## config.mk

```make
export PLATFORM = sky130hd
export DESIGN_NAME = mux_sel_sequencer
export DESIGN_NICKNAME = d
export VERILOG_FILES = /design/src/rtl/mux_sel_sequencer.sv
export SDC_FILE = /design/constraint.sdc
export NUM_CORES = 1
export LEC_CHECK = 0
export BUFFER_PORTS_ARGS = -buffer_cell sky130_fd_sc_hd__buf_4
export CELL_PAD_IN_SITES_DETAIL_PLACEMENT = 1
export CELL_PAD_IN_SITES_GLOBAL_PLACEMENT = 1
export CORE_MARGIN = 1
export CORE_UTILIZATION = 34
export CTS_CLUSTER_SIZE = 20
export DETAILED_ROUTE_END_ITERATION = 12
export PLACE_DENSITY_LB_ADDON = 0.1
export SYNTH_ARGS = -nofsm -noshare
export SYNTH_HDL_FRONTEND = slang
export SYNTH_SLANG_ARGS = --single-unit
```

## constraint.sdc

```tcl
create_clock -name clk -period 2.9 [get_ports clk]
set_clock_uncertainty 0.1 [all_clocks]
set_input_delay 0.145 -clock clk [delete_from_list [all_inputs] [get_ports clk]]
set_output_delay 0.145 -clock clk [all_outputs]
set_load 0.01 [all_outputs]
```

## src/rtl/mux_sel_sequencer.sv

```systemverilog
//==============================================================================
// Module      : mux_sel_sequencer
// Description : Control stage for an 8:1 bit-select mux. Accepts an 8-bit
//               word over valid/ready, holds it on the mux data inputs and
//               steps the mux select through all eight positions. Each
//               selected bit is returned as a serial beat with backpressure.
//               Optional macro MUX_SEQ_PARITY_EN appends a ninth beat that
//               carries the even parity of the word.
// Revision    : 1.0 - initial release
//==============================================================================
`default_nettype none

module mux_sel_sequencer #(
    parameter int MSB_FIRST = 0,
    parameter int IDLE_GAP  = 0
) (
    input  logic       clk,
    input  logic       rst_n,
    input  logic       load_valid,
    output logic       load_ready,
    input  logic [7:0] load_data,
    output logic [7:0] mux_in,
    output logic [2:0] mux_sel,
    input  logic       mux_out,
    output logic       ser_valid,
    output logic       ser_data,
    output logic       ser_last,
    input  logic       ser_ready,
    output logic       busy
);

`ifdef MUX_SEQ_PARITY_EN
    localparam int CNT_W = 4;
    // Beat index 8 is the parity beat.
    localparam logic [CNT_W-1:0] C_FINAL = CNT_W'(8);
`else
    localparam int CNT_W = 3;
    localparam logic [CNT_W-1:0] C_FINAL = CNT_W'(7);
`endif

    // Last beat index that is a real data bit (select still advancing below it).
    localparam logic [CNT_W-1:0] C_LAST_BIT  = CNT_W'(7);
    localparam logic [2:0]       C_SEL_FIRST = (MSB_FIRST != 0) ? 3'd7 : 3'd0;
    localparam bit               C_HAS_GAP   = (IDLE_GAP > 0);
    localparam logic [3:0]       C_GAP_LOAD  = C_HAS_GAP ? 4'(IDLE_GAP - 1) : 4'd0;

    typedef enum logic [1:0] {
        ST_IDLE  = 2'd0,
        ST_SHIFT = 2'd1,
        ST_GAP   = 2'd2
    } state_t;

    state_t           r_state;
    logic [7:0]       r_mux_in;
    logic [2:0]       r_mux_sel;
    logic [CNT_W-1:0] r_cnt;
    logic [3:0]       r_gap;

    // Sequencer: word capture, select stepping, gap countdown.
    always_ff @(posedge clk) begin
        if (!rst_n) begin
            r_state   <= ST_IDLE;
            r_mux_in  <= 8'h00;
            r_mux_sel <= 3'd0;
            r_cnt     <= '0;
            r_gap     <= 4'd0;
        end else begin
            case (r_state)
                ST_IDLE: begin
                    // load_ready is high whenever IDLE and out of reset.
                    if (load_valid) begin
                        r_mux_in  <= load_data;
                        r_mux_sel <= C_SEL_FIRST;
                        r_cnt     <= '0;
                        r_state   <= ST_SHIFT;
                    end
                end
                ST_SHIFT: begin
                    if (ser_ready) begin
                        if (r_cnt == C_FINAL) begin
                            r_gap   <= C_GAP_LOAD;
                            r_state <= C_HAS_GAP ? ST_GAP : ST_IDLE;
                        end else begin
                            r_cnt <= r_cnt + CNT_W'(1);
                            // Select stops at the final index; a parity beat keeps it there.
                            if (r_cnt < C_LAST_BIT) begin
                                r_mux_sel <= (MSB_FIRST != 0) ? r_mux_sel - 3'd1
                                                              : r_mux_sel + 3'd1;
                            end
                        end
                    end
                end
                ST_GAP: begin
                    if (r_gap == 4'd0) begin
                        r_state <= ST_IDLE;
                    end else begin
                        r_gap <= r_gap - 4'd1;
                    end
                end
                default: r_state <= ST_IDLE;
            endcase
        end
    end

`ifdef MUX_SEQ_PARITY_EN
    logic r_par;

    // Parity of the accepted word, served on the ninth beat.
    always_ff @(posedge clk) begin
        if (!rst_n) begin
            r_par <= 1'b0;
        end else if (r_state == ST_IDLE && load_valid) begin
            r_par <= ^load_data;
        end
    end

    assign ser_data = r_cnt[3] ? r_par : mux_out;
`else
    assign ser_data = mux_out;
`endif

    assign load_ready = rst_n && (r_state == ST_IDLE);
    assign busy       = (r_state != ST_IDLE);
    assign ser_valid  = (r_state == ST_SHIFT);
    assign ser_last   = (r_state == ST_SHIFT) && (r_cnt == C_FINAL);
    assign mux_in     = r_mux_in;
    assign mux_sel    = r_mux_sel;

endmodule

`default_nettype wire

```

# After elaboration in Yosys (flattened, before gate mapping)
# Index checks and enable logic that the tools add are counted.
classes:
  n_reduce_logical: 12
  muxes: 17
  n_addsub: 3
  n_eq_ne: 10
  n_lt_le_gt_ge: 1
op_table:
  columns: ["cell", "n"]
  rows:
  - ["3-bit two-way mux", 6]
  - ["4-bit two-way mux", 3]
  - ["3-bit one-hot mux with 2 select lines", 2]
  - ["4-bit AND reduction", 3]
  - ["2-bit two-way mux", 4]
  - ["2-bit inequality test, second input constant", 4]
  - ["4-bit one-hot mux with 2 select lines", 1]
  - ["3-bit by 1-bit adder with 3-bit output, second input constant", 2]
  - ["2-bit by 1-bit inequality test with 1-bit output, second input constant", 3]
  - ["2-bit one-hot mux with 3 select lines", 1]
  - ["2-bit nonzero test", 3]
  - ["5-bit AND reduction", 1]
  - ["4-bit zero test", 1]
  - ["4-bit by 1-bit subtractor with 4-bit output, second input constant", 1]
  - ["3-bit equality test, second input constant", 1]
  - ["3-bit < comparator, second input constant", 1]
  - ["2-bit by 1-bit equality test with 1-bit output, second input constant", 1]
  - ["2-bit equality test, second input constant", 1]
  - ["1-bit logical AND", 2]
  - ["2-bit zero test", 1]
  - ["2-bit AND reduction", 1]
word_totals:
  inputBits: 13
  register_bits: 20

# Logic depth before layout (Yosys ltp)
depth:
  word_depth: 5
  depth_mapped: 6

# Worst setup path before layout
# Ideal clock, no wire load.
synth_timing:
  kind: "reg2reg"
  from: "register r_cnt[0]"
  to: "register r_mux_sel[0], in the netlist mux_sel[0]"
  path_stages_with_launch: 6
  synth_period_minus_slack_ns: 1.450
  setup_ns: 0.128
  arrival_time_ns: 1.222
  path_slack_ns: 1.450
  path_cell_list: "dfxtp_1 > ha_1 > ha_1 > nand3b_2 > a22oi_2 > a211oi_2"
synth_via:
  elab_chain_cells: 3
synth_rtl:
  columns: ["element", "line", "text"]
  rows:
  - ["start: declaration", "56", "logic [CNT_W-1:0] r_cnt;"]
  - ["start signal: assignment", "84", "r_cnt <= r_cnt + CNT_W'(1);"]
  - ["3-bit < comparator or 3-bit equality test (tied branches)", "86, 80", null]
  - ["2-bit by 1-bit inequality test with 1-bit output (no line) or 2-bit inequality test (tied branches)", null, null]
  - ["5-bit AND reduction (no line) (*)", null, null]
  - ["end signal: assignment", "87", "r_mux_sel <= (MSB_FIRST != 0) ? r_mux_sel - 3'd1"]
  - ["end: declaration", "55", "logic [2:0] r_mux_sel;"]
# Every way passes the cells marked *; elsewhere a longest branch is shown, timed or not.
# A chain may end at the register's enable or synchronous reset.

# Worst setup path after layout
layout_timing:
  from: "register r_state[0]"
  to: "register r_mux_sel[2], in the netlist mux_sel[2]"
layout_via:
  elab_chain_cells: 3
layout_rtl:
  columns: ["element", "line", "text"]
  rows:
  - ["start: declaration", "53", "state_t r_state;"]
  - ["start signal: assignment", "82", "r_state <= C_HAS_GAP ? ST_GAP : ST_IDLE;"]
  - ["2-bit by 1-bit equality test with 1-bit output or 2-bit zero test (tied branches)", "68", "case (r_state)"]
  - ["2-bit inequality test (no line), or another cell as far along", null, null]
  - ["5-bit AND reduction (no line)", null, null]
# Parallel ways exist; a longest one is shown, timed or not.

==> results.txt <==
----------------------------------------------------
[Timing]
  Final hold viol count ... 0
  RSZ-0062 raised after global routing ... false
  Worst slew margin relative to its limit ... 0.564
  Number of max-slew violations in the final report ... 0
  Final setup vio count ... 0
  Transition time of the tightest slew-check pin ... ~650 ps
  Peak Freq ... approximately 600 MHz
  Setup Total Neg Slack ... 0 ps
  Post-route fraction of the period consumed by the critical path ... 0.561
  Final min period ... 1630 ps

[Logic synthesis]
  Number of flops mapped to enable cells by yosys ... 0
  Post-synth cell types ... 24
  Most instantiated flip-flop cell in the synthesis netlist ... dfxtp_1
  Most area-hungry cell type in the Yosys netlist ... dfxtp_1
  Total nets after synthesis ... 98
  Yosys warning count ... 0
  Biggest area contributors in the synthesized netlist ... dfxtp_1 43%, a21oi_1 9.4%, nand2_1 9.2%
  Post-synthesis instance area ... 691 µm²
  Sequential area share after synthesis ... 0.435
  Average instance area after synthesis ... 8.42 µm²
  Share of async-settable or async-resettable flops after synthesis ... 0
  Seq cells post-synth ... 15
  Most frequent cell after synthesis ... nand2_1
  Synthesized instance count ... roughly 80
  Top cell type's share of synthesized area ... 0.435
  Most instantiated cells after synthesis ... 17 x nand2_1, 15 x dfxtp_1, 13 x a21oi_1

[Worst setup path]
  Critical Path Fanout Max ... 15
  Cell breakdown of the critical path ... nor2b_1, o2111ai_1, a31oi_1
  Arrival time at the worst endpoint ... 1740 ps
  Logic depth of the worst setup path including buffers ... 3
  Slack of the worst reg-to-reg path ... 1270 ps
  Critical path destination ... mux_sel[2]$_SDFFE_PN0P_
  Classification of the worst setup path ... reg -> reg
  Crit path buffers/inverters ... 0
  Reg2reg path depth ... 3
  RR Startpoint ... r_state[0]$_SDFFE_PN0P_
  Largest incremental delay on the critical path ... between 500 and 600 ps
  Endpoint type of the worst setup path ... flop
  Slowest-stage cell, CP ... nor2b_1
  Startpoint types ... flop
  Endpoint of the worst register-to-register path ... mux_sel[2]$_SDFFE_PN0P_
  Top cell family by delay on the critical path ... simple AND/OR/NAND/NOR gates
  Required time at the worst-slack endpoint ... 3010 ps
  Critical path origin ... r_state[0]$_SDFFE_PN0P_

[CTS]
  Worst skew pair latency ... 280 ps
  H-Tree Depth ... 1
  Clock Sink Count ... 15
  Number of buffers between clock root and the deepest sink ... 2
  TritonCTS buffer count ... 3
  Clock root buffer ... clkbuf_4
  Clock tree from TritonCTS ... built
  CTS resizes ... 0
  Worst-path clk slew ... around 100 ps

[Die]
  Io pins ... 29
  Area of the core ... approximately 1800 µm²
  Die X ... 47.1 µm
  Number of cell rows ... 15
  Die area ... around 2200 µm²
  Starting density of the core ... 0.379
  Die height ... 47.1 µm

[Finish]
  Final core utilization ... 0.516
  Area growth syn-to-layout ... 36.1%
  Antenna Cells ... 0
  Net count of the finished layout ... 126
  Layout cells sized above 1 ... 0.303
  Number of standard cells in the layout, taps in and fillers out ... 134

[GRT]
  Maximum number of pins on one net before global-route repair ... 16
  Initial antenna violation count ... 0
  Total global-route track usage ... 0.181
  First-pass GRT wire length ... 2730 µm
  Total congestion overflow after global routing ... 0
  Number of global-route vias before repair ... 609

[Flow run]
  Max_cap viols ... 0

[Power]
  Worst vdd ir ... 0.315 mV
  Switching power total ... 115 µW
  Pint ... 305 µW
  Power per cell area ... approximately 450 nW/µm²
  Switching Share ... 0.273
  Clock network fraction of design power ... 0.301
  Share of total power in combinational logic ... 0.165
  Leakage dissipation ... 0.000412 µW
  Total power consumption of the routed design ... 420 µW
  Fraction of power consumed by sequential logic ... 0.534

[Route]
  Via Count ... 664
  DRT antenna net count ... 0
  Number of DRC violations after detailed-routing iteration 0 ... 6
  Average wire length per cell after detail routing ... 13.3 µm
  Average via count per standard cell ... 4.96
  WL final ... 1790 µm
  DRC errors left ... 0
  First-pass iteration count of the detailed router ... 4

[Place]
  Number of cells after detailed placement ... approximately 130
  Routability cong. ... 0.740
  Post-DP HPWL ... 1250 µm
  Port Buf Inserts ... 26

[Hold path]
  Worst hold stages ... 3
  Class of the tightest hold or removal check ... in -> reg

[Outcome]
  Result of the run ... completed

----------------------------------------------------
cell usage in the layout (no fill, tap or decap), drive strengths merged:
master / n
inv: 1
ha: 3
nand3b: 1
and3b: 1
nand3: 10
a211oi: 1
a31oi: 2
dlygate4sd3: 4
nor2: 1
o21ai: 1
nor2b: 1
buf: 26
a22oi: 1
a21oi: 13
and2: 1
and3: 1
nand2: 17
or2b: 1
and2b: 1
o2111ai: 1
nand2b: 1
dfxtp: 15
clkbuf: 4
a21o: 1
registers in the layout, indices dropped and copies added, names as in the netlist:
| register | cells |
|---|---|
| r_state | 1 |
| mux_sel | 3 |
| mux_in | 8 |
| r_cnt | 3 |
kinds of logic (layout without fill, tap and decap cells):
group | after synthesis | count (layout) | share of synthesized area
AOI/OAI and AO/OA | 20 | 20 | 0.179
and+or+nand+nor | 36 | 36 | 0.263
DFF | 15 | 15 | 0.435
adders and majority gates | 3 | 3 | 0.0544
buffers and inverters | 8 | 35 | 0.0688
metrics by stage:
stage | setup WS, ps | instance area [µm²] | hold slack, ps
detailed placement | 1270 | 873 | 190
finish | 1270 | 940 | 3.80
global route | 1120 | 940 | 5.85
floorplan | 1450 | 691 | 135
CTS | 1260 | 910 | 0.121
global placement | 1290 | 873 | 190
power groups by stage:
| stage | clock network, µW | logic [µW] | registers [µW] |
|---|---|---|---|
| after global placement | 0 | 64.3 | 229 |
| after CTS | 126 | 67.1 | 224 |
| after global routing | 142 | 76.4 | 226 |
| final | 126 | 69.3 | 224 |
| after floorplan | 0 | 35.5 | 230 |
| after detailed placement | 0 | 65.7 | 229 |
area by class of cell:
| class | instances | area, µm² |
|---|---|---|
| clock buffer | 4 | 26.3 |
| fill | 238 | 881 |
| inverter | 1 | 3.75 |
| multi-input combinational | 59 | 343 |
| sequential | 15 | 300 |
| tap | 25 | 31.3 |
| timing repair buffer | 30 | 235 |
worst min path at each step:
stage            startpoint                      end  slack, ps
3_5_place_dp        mux_out                 ser_data        190
2_1_floorplan     ser_ready  r_state[0]$_SDFFE_PN0P_        140
5_1_grt        load_data[4]   mux_in[4]$_SDFFE_PN0P_          6
3_3_place_gp        mux_out                 ser_data        190
6_report       load_data[5]   mux_in[5]$_SDFFE_PN0P_          4
4_1_cts        load_data[6]   mux_in[6]$_SDFFE_PN0P_        0.1
metal layers:
layer  global-route usage  part of all wire  up-vias
met5                    0                 0        -
met4               0.0743            0.0045        0
met3               0.0346             0.048        2
met2                0.300              0.48       17
met1                0.232              0.47      310
li1                     -                 -      335
worst register-to-register path, delay by kind of cell (launching register included):
family             cells  cell delay [ps]
and+or+nand+nor        1              590
DFF                    1              470
AOI/OAI and AO/OA      2              400
repair_timing:
action	in CTS	in global routing
endpoints found under the hold margin	1	3
setup buffers	0	0
hold buffers	1	3
Power figures use the tool's default switching activity.
